--- src/rtl/frame_config_loader.sv ---
// Configuration frame sequencer for one fabric column: assembles NumRows words
// into FrameData and fires a one-hot FrameStrobe so the column latches the frame.
module frame_config_loader #(
   parameter int FrameBitsPerRow = 32,
   parameter int MaxFramesPerCol = 20,
   parameter int NumRows         = 4,
   parameter int StrobeCycles    = 2
) (
   input  logic                                 UserCLK,
   input  logic                                 resetn,
   input  logic [FrameBitsPerRow-1:0]           in_data,
   input  logic                                 in_valid,
   output logic                                 in_ready,
   output logic [FrameBitsPerRow*NumRows-1:0]   FrameData,
   output logic [MaxFramesPerCol-1:0]           FrameStrobe,
   output logic [7:0]                           col_sel,
   output logic                                 busy,
   output logic                                 err,
   input  logic                                 err_clr,
   output logic [15:0]                          frames_done
);

   localparam int CntW   = (NumRows > 1) ? $clog2(NumRows) : 1;
   localparam int StbW   = (StrobeCycles > 1) ? $clog2(StrobeCycles) : 1;
   localparam int FrameW = 5;
   localparam logic [15:0] Magic = 16'hFAB0;

   typedef enum logic [2:0] {
      S_IDLE,
      S_DATA,
      S_DRAIN,
      S_STROBE,
      S_HOLD
   } state_t;

   state_t                               state_q, state_d;
   logic [CntW-1:0]                      cnt_q, cnt_d;
   logic [StbW-1:0]                      stb_cnt_q, stb_cnt_d;
   logic [FrameW-1:0]                    frame_q, frame_d;
   logic [7:0]                           col_sel_q, col_sel_d;
   logic [FrameBitsPerRow*NumRows-1:0]   frame_data_q, frame_data_d;
   logic [MaxFramesPerCol-1:0]           frame_strobe_q, frame_strobe_d;
   logic                                 err_q, err_d;
   logic [15:0]                          frames_done_q, frames_done_d;

   logic xfer;
   logic set_err;
   logic last_row;

   // Handshake readiness depends on state only, never on in_valid.
   assign in_ready = (state_q == S_IDLE) || (state_q == S_DATA) || (state_q == S_DRAIN);
   assign busy     = (state_q != S_IDLE);
   assign xfer     = in_valid & in_ready;
   assign last_row = (cnt_q == CntW'(NumRows - 1));

   always_comb begin
      // NOTE: every variable gets a default first so no path leaves one unassigned (no latches).
      state_d        = state_q;
      cnt_d          = cnt_q;
      stb_cnt_d      = stb_cnt_q;
      frame_d        = frame_q;
      col_sel_d      = col_sel_q;
      frame_data_d   = frame_data_q;
      frame_strobe_d = frame_strobe_q;
      frames_done_d  = frames_done_q;
      set_err        = 1'b0;

      unique case (state_q)
         S_IDLE: begin
            if (xfer) begin
               if (in_data[31:16] != Magic) begin
                  set_err = 1'b1;
               end else if (32'(in_data[4:0]) < MaxFramesPerCol) begin
                  col_sel_d = in_data[15:8];
                  frame_d   = in_data[4:0];
                  cnt_d     = '0;
                  state_d   = S_DATA;
               end else begin
                  set_err = 1'b1;
                  cnt_d   = '0;
                  state_d = S_DRAIN;
               end
            end
         end
         S_DATA: begin
            if (xfer) begin
               frame_data_d[cnt_q*FrameBitsPerRow +: FrameBitsPerRow] = in_data;
               if (last_row) begin
                  frame_strobe_d = {{(MaxFramesPerCol-1){1'b0}}, 1'b1} << frame_q;
                  stb_cnt_d      = '0;
                  frames_done_d  = frames_done_q + 16'd1;
                  state_d        = S_STROBE;
               end else begin
                  cnt_d = cnt_q + CntW'(1);
               end
            end
         end
         S_DRAIN: begin
            if (xfer) begin
               if (last_row) state_d = S_IDLE;
               else          cnt_d   = cnt_q + CntW'(1);
            end
         end
         S_STROBE: begin
            if (stb_cnt_q == StbW'(StrobeCycles - 1)) begin
               frame_strobe_d = '0;
               state_d        = S_HOLD;
            end else begin
               stb_cnt_d = stb_cnt_q + StbW'(1);
            end
         end
         S_HOLD: begin
            state_d = S_IDLE;
         end
         default: begin
            frame_strobe_d = '0;
            state_d        = S_IDLE;
         end
      endcase

      // A new error in the same cycle as err_clr leaves err set.
      err_d = err_q;
      if (err_clr) err_d = 1'b0;
      if (set_err) err_d = 1'b1;
   end

   // NOTE: state uses non-blocking assignments so all flops update from the same pre-edge values.
   always_ff @(posedge UserCLK or negedge resetn) begin
      if (!resetn) begin
         state_q        <= S_IDLE;
         cnt_q          <= '0;
         stb_cnt_q      <= '0;
         frame_q        <= '0;
         col_sel_q      <= '0;
         // NOTE: FrameData is plain flops, not a RAM, so it is reset to a known zero frame.
         frame_data_q   <= '0;
         frame_strobe_q <= '0;
         err_q          <= 1'b0;
         frames_done_q  <= '0;
      end else begin
         state_q        <= state_d;
         cnt_q          <= cnt_d;
         stb_cnt_q      <= stb_cnt_d;
         frame_q        <= frame_d;
         col_sel_q      <= col_sel_d;
         frame_data_q   <= frame_data_d;
         frame_strobe_q <= frame_strobe_d;
         err_q          <= err_d;
         frames_done_q  <= frames_done_d;
      end
   end

   assign FrameData   = frame_data_q;
   assign FrameStrobe = frame_strobe_q;
   assign col_sel     = col_sel_q;
   assign err         = err_q;
   assign frames_done = frames_done_q;

endmodule
--- config.mk ---
export PLATFORM = sky130hd
export DESIGN_NAME = frame_config_loader
export DESIGN_NICKNAME = d
export VERILOG_FILES = /design/src/rtl/frame_config_loader.sv
export SDC_FILE = /design/constraint.sdc
export NUM_CORES = 1
export LEC_CHECK = 0
export CAP_MARGIN = 20
export CORE_MARGIN = 2
export CORE_UTILIZATION = 40
export CTS_CLUSTER_SIZE = 12
export DETAILED_ROUTE_END_ITERATION = 10
export MAX_ROUTING_LAYER = met4
export PLACE_DENSITY = 0.72
export SYNTH_ARGS = -nofsm -noshare
export SYNTH_HDL_FRONTEND = slang
export SYNTH_SLANG_ARGS = --single-unit
--- constraint.sdc ---
create_clock -name UserCLK -period 5.3 [get_ports UserCLK]
set_clock_uncertainty 0.1 [all_clocks]
set_input_delay 1.59 -clock UserCLK [delete_from_list [all_inputs] [get_ports UserCLK]]
set_output_delay 1.59 -clock UserCLK [all_outputs]
set_load 0.01 [all_outputs]
==> impl_metrics.toml, run 1 <==
[grt]
overflow = 0
grt_pass1_wl_mm = 33.3
gr-usage-all-layers_pct = 22.0
grt_pass1_vias = 5904
grt_antenna_before_repair = 0
grt_start_max_net_pins = 125

[floorplanning]
initial_utilization_pct = 41.0
core-area_um2 = 18800
die-area_um2 = 20400
core.rowCount = 50
io_pins = 211
fp.dieW_um = 143
die_y_um = 143

[run]
maxCapViolations = 0

[clock_network]
clock_path_buffers = 2
cts_tree = "done"
clkLatencyLatePin_ps = 430
cts.root.buffer_cell = "clkbuf_16"
cts_resized = 0
hold_buffers = 0
cts_buffers = 17
clock_sinks = 184
htree_levels = 4
path_clk_slew_ps = 70
cts_setup_buffers = 0

[min_path]
min_path_cells = 1
hp-class = "reg -> reg"

[detailed_routing]
drt_pass1_iterations = 4
via_count = 6095
viasPerCell = 4.98
drc_errors = 0
topRoutingLayerUsed = "met4"
first_iter_violations = 334
wirelength_mm = 21.0
drtAntennaViolNets = 0
m1WireLength_mm = 9.73
met3_length_mm = 1.35
wl_met2_mm = 9.52
post_drt_wl_per_cell_um = 17.2

[synthesis]
synthArstFlopShare_pct = 100
synth_edf_count = 0
yosys.area.top_type = "dfrtp_1"
synthesis.nets = 826
yosysMostFrequentCell = "nand2_1"
synth.distinct_cells = 45
synthesis.area_um2 = 7690
synth_top_cell_area_share_pct = 59.9
synth.avg_cell_area_um2 = 9.82
yosysSeqAreaShare_pct = 59.9
synthCells = 783
synth-main-ff-cell = "dfrtp_1"
yosys-top-cells-count = "270 x nand2_1, 184 x dfrtp_1, 132 x o21ai_0"
synth-seq-cells = 184
synthTopCellsByArea = "dfrtp_1 60%, nand2_1 13%, o21ai_0 8.6%"
yosys_warnings = 0

[timing]
worst_pin_slew_ps = 1040
maxSlewHeadroom_pct = 30.6
timing.final.crit_share_pct = 72.6
rsz0062_at_grt = "false"
layout_min_cycle_time_ps = 3850
finalSetupViolCount = 0
finalSetupTns_ps = 0
drv_slew = 0
fmax_ghz = 0.260
hold_violations = 0

[critical_path]
crit_family = "flip-flops"
crit_arrival_ps = 2160
endpoint = "busy"
cpPeakStageDelay_ps = 610
cp.depth = 3
path_max_fanout = 18
cp-startpoint = "state_q[0]$_DFFE_PN0P_"
r2r_start = "cnt_q[0]$_DFFE_PN0P_"
worstPathRequired_ps = 3610
startpoint_type = "register"
r2r_end = "FrameData[21]$_DFFE_PN0P_"
cp.buffers_inverters = 2
path_cells = "nor3_1, inv_1, clkdlybuf4s50_1"
r2r_slack_ps = 2520
rr_worst_depth = 6
cp_slowest_cell = "dfrtp_1"
crit_type = "reg -> out"
crit_path_end_kind = "output pin"

[placed_design]
dp_hpwl_mm = 14.2
numPortBuffers = 210
gp_congestion = 0.786

[final_layout]
nNetsFinal = 1019
drive_gt1_share_pct = 9.81
nFillCells = 1618
area_growth_pct = 38.5
antennaDiodeCount = 0

[power]
ir_drop_v = 0.000244
power.density_nw_per_um2 = 298
fin_total_pwr_uw = 3180
power.leakage_uw = 0.00453

[status]
status = "finished, final reports clean"
## per-layer routing
| metal | vias to the layer above | global-route usage [%] |
|---|---|---|
| met1 | 2917 | 29.6 |
| met3 | 28 | 5.90 |
| met2 | 174 | 32.2 |
| met5 | - | - |
| met4 | 0 | 7.66 |
| li1 | 2976 | - |
## cell type report
class | instances | area [µm²] | share of cell area (%)
flip-flops and latches | 184 | 4600 | 43.2
multi-input cells | 546 | 2900 | 27.2
repair buffers | 222 | 2270 | 21.3
clock buffers | 17 | 425 | 3.99
well taps | 234 | 293 | 2.75
clock inverters | 15 | 145 | 1.36
inverters | 5 | 18.8 | 0.176
## layout by cell type (no fill, tap or decap), types with 3 or more instances in the layout
cell type	netlist	routed
a21oi_1	4	4
buf_12	0	4
buf_4	1	6
clkbuf_16	0	17
clkdlybuf4s50_1	0	209
clkinvlp_4	0	4
dfrtp_1	184	184
ha_1	7	7
inv_1	5	5
inv_6	0	4
mux2_2	34	34
nand2_1	270	266
nand2_2	0	4
nand3_1	11	11
nand4_1	5	5
nor2_1	20	20
nor3_1	9	8
nor3b_2	0	3
nor4_4	3	3
o21ai_0	132	132
xnor2_1	10	10
xor2_1	6	6
## report_power, final
group          switching, µW  internal [µW]  total (µW)  leakage (µW)
Clock                    584            659        1240      0.000270
Combinational            331            164         495       0.00170
Sequential              26.6           1420        1440       0.00256
## cells by family (layout without fill, tap and decap cells)
kind of cell / count (synthesis) / count (layout) / share of synthesized area [%]
AND/OR/NAND/NOR: 342 / 342 / 19.3
adder cells (fa/ha/maj): 7 / 7 / 1.14
flip-flops: 184 / 184 / 59.9
multiplexers: 35 / 35 / 5.11
XOR/XNOR: 16 / 16 / 1.82
AO/OA/AOI/OAI: 146 / 146 / 9.93
buffers and inverters: 53 / 259 / 2.83
## worst min path at each step
| stage | from | end | slack [ps] |
|---|---|---|---|
| final | frames_done[15]$_DFFE_PN0P_ | frames_done[15]$_DFFE_PN0P_ | 380 |
| after global routing | FrameData[45]$_DFFE_PN0P_ | FrameData[45]$_DFFE_PN0P_ | 400 |
| after CTS | frames_done[15]$_DFFE_PN0P_ | frames_done[15]$_DFFE_PN0P_ | 380 |
| after detailed placement | FrameData[79]$_DFFE_PN0P_ | FrameData[79]$_DFFE_PN0P_ | 370 |
| after global placement | FrameData[33]$_DFFE_PN0P_ | FrameData[33]$_DFFE_PN0P_ | 360 |
| after floorplan | frames_done[15]$_DFFE_PN0P_ | frames_done[15]$_DFFE_PN0P_ | 400 |
## state kept, by name, indices dropped and copies added (netlist names)
name,count
frames_done,16
err,1
col_sel,8
cnt_q,2
FrameStrobe,20
frame_q,5
stb_cnt_q,1
state_q,3
FrameData,128
## metrics by stage
stage	util [%]	instance area, µm²	setup WS (ps)	hold slack (ps)	instances
CTS	56.2	10600	1440	379	1218
global route	56.8	10700	1330	397	1223
global placement	53.2	9980	1210	360	1186
floorplan	-	7690	2160	404	783
detailed placement	53.2	9980	1230	369	1186
finish	56.8	10700	1450	379	1223
Note: power is estimated with default switching activity, not from simulation.
==> inputs of run 2 (changes only) <==
--- a/config.mk
+++ b/config.mk
@@ -11,7 +11,7 @@
 export CTS_CLUSTER_SIZE = 12
 export DETAILED_ROUTE_END_ITERATION = 10
 export MAX_ROUTING_LAYER = met4
-export PLACE_DENSITY = 0.72
+export PLACE_DENSITY = 0.75
 export SYNTH_ARGS = -nofsm -noshare
 export SYNTH_HDL_FRONTEND = slang
 export SYNTH_SLANG_ARGS = --single-unit
==> constraint.sdc (replaced) <==
create_clock -name UserCLK -period 3.15 [get_ports UserCLK]
set_clock_uncertainty 0.1 [all_clocks]
set_input_delay 0.945 -clock UserCLK [delete_from_list [all_inputs] [get_ports UserCLK]]
set_output_delay 0.945 -clock UserCLK [all_outputs]
set_load 0.01 [all_outputs]
==> impl_metrics.toml, run 2 (synthesized netlist as in run 1, its figures left out) <==
[status]
status = "finished, final reports clean"

[floorplanning]
core-area_um2 = 18800
die_y_um = 143
io_pins = 211
fp.dieW_um = 143
core.rowCount = 50
die-area_um2 = 20400
initial_utilization_pct = 41.0

[critical_path]
cp_slowest_cell = "clkdlybuf4s50_1"
path_max_fanout = 5
cp.buffers_inverters = 2
crit_type = "reg -> out"
crit_arrival_ps = 1840
path_cells = "nor3_1, inv_1, clkdlybuf4s50_1"
cpPeakStageDelay_ps = 510
worstPathRequired_ps = 2100
crit_family = "buffers and inverters"
crit_path_end_kind = "output pin"
startpoint_type = "register"

[clock_network]
clock_sinks = 184
hold_buffers = 0
cts.root.buffer_cell = "clkbuf_16"
cts_buffers = 17
clkLatencyLatePin_ps = 420
path_clk_slew_ps = 70
cts_setup_buffers = 0
htree_levels = 4
clock_path_buffers = 2
cts_resized = 0
cts_tree = "done"

[grt]
grt_pass1_vias = 6143
grt_pass1_wl_mm = 33.9
grt_start_max_net_pins = 65
gr-usage-all-layers_pct = 22.3
overflow = 0
grt_antenna_before_repair = 0

[power]
ir_drop_v = 0.000450
power.leakage_uw = 0.00468
power.density_nw_per_um2 = 494

[timing]
layout_min_cycle_time_ps = 2880
fmax_ghz = 0.347
maxSlewHeadroom_pct = 55.8
rsz0062_at_grt = "false"
finalSetupTns_ps = 0
hold_violations = 0
timing.final.crit_share_pct = 91.6
worst_pin_slew_ps = 654
finalSetupViolCount = 0
drv_slew = 0

[final_layout]
largest_reg_flops = 128
fin_area_um2 = 10900
nNetsFinal = 1052
layout.cells.non_filler = 1256
layout_common_cells = "266 x nand2_1, 209 x clkdlybuf4s50_1, 184 x dfrtp_1, 132 x o21ai_0, 42 x buf_4"
area_growth_pct = 41.4
final_common_cell = "nand2_1"
antennaDiodeCount = 0
drive_gt1_share_pct = 12.5

[detailed_routing]
drtAntennaViolNets = 0
first_iter_violations = 389
drc_errors = 0
via_count = 6237
drt_pass1_iterations = 5
post_drt_wl_per_cell_um = 17.1
viasPerCell = 4.97
wirelength_mm = 21.5

[placed_design]
dp_hpwl_mm = 15.1
placed_cell_area_um2 = 10300
dp_cells = 1224
gp_congestion = 0.868
numPortBuffers = 210

[run]
maxCapViolations = 0

[min_path]
hp-class = "reg -> reg"
-- run 2: cell types whose count changed in the layout (fill, tap and decap cells not counted), moves of 2 or more --
cell / before / now
buf_4: 6 / 42
clkbuf_8: 1 / 5
inv_6: 4 / 0
clkbuf_1: 0 / 2
clkinv_4: 2 / 4
inv_8: 2 / 0
-- run 2: worst paths after layout --
check	slack (ps)	to	startpoint	cells after the start
worst max-delay path	270	busy	state_q[2]$_DFFE_PN0P_	3
worst min-delay path	380	FrameData[9]$_DFFE_PN0P_	FrameData[9]$_DFFE_PN0P_	2
worst max register to register	890	frames_done[13]$_DFFE_PN0P_	cnt_q[0]$_DFFE_PN0P_	5
worst min register to register	380	FrameData[9]$_DFFE_PN0P_	FrameData[9]$_DFFE_PN0P_	2
max in group asynchronous	1700	FrameData[45]$_DFFE_PN0P_	resetn	2
min in group asynchronous	400	cnt_q[1]$_DFFE_PN0P_	resetn	1
-- run 2: report_power, final --
group	internal, µW	switching, µW
Sequential	2380	24.9
Clock	1180	914
Combinational	299	578
-- run 2: through the flow --
stage	setup slack (ps)	util, %	hold slack, ps	total power, µW
floorplan	653	-	404	2920
global placement	24.3	54.9	360	3330
detailed placement	30.0	54.9	370	3340
CTS	254	57.9	385	5440
global route	136	57.9	400	5650
finish	266	57.9	379	5380
-- run 2: final cells by class --
| cell class | count | area [µm²] |
|---|---|---|
| fill | 1615 | 7890 |
| sequential | 184 | 4600 |
| multi-input combinational | 546 | 2900 |
| timing repair buffer | 255 | 2480 |
| clock buffer | 23 | 488 |
| tap | 234 | 293 |
| clock inverter | 9 | 92.6 |
| inverter | 5 | 18.8 |
-- run 2: worst reg2reg max path: stages, from the launching register on --
cell and delay [ps]:
dfrtp_1 530, ha_1 360, nand3_1 130, or4_1 630
nor4_1 280, xor2_1 170
-- run 2: per-layer routing --
metal	GRT usage, %	routed length, µm
met5	-	0
met3	5.43	1330
met2	32.7	9860
met1	29.9	9720
met4	9.12	588
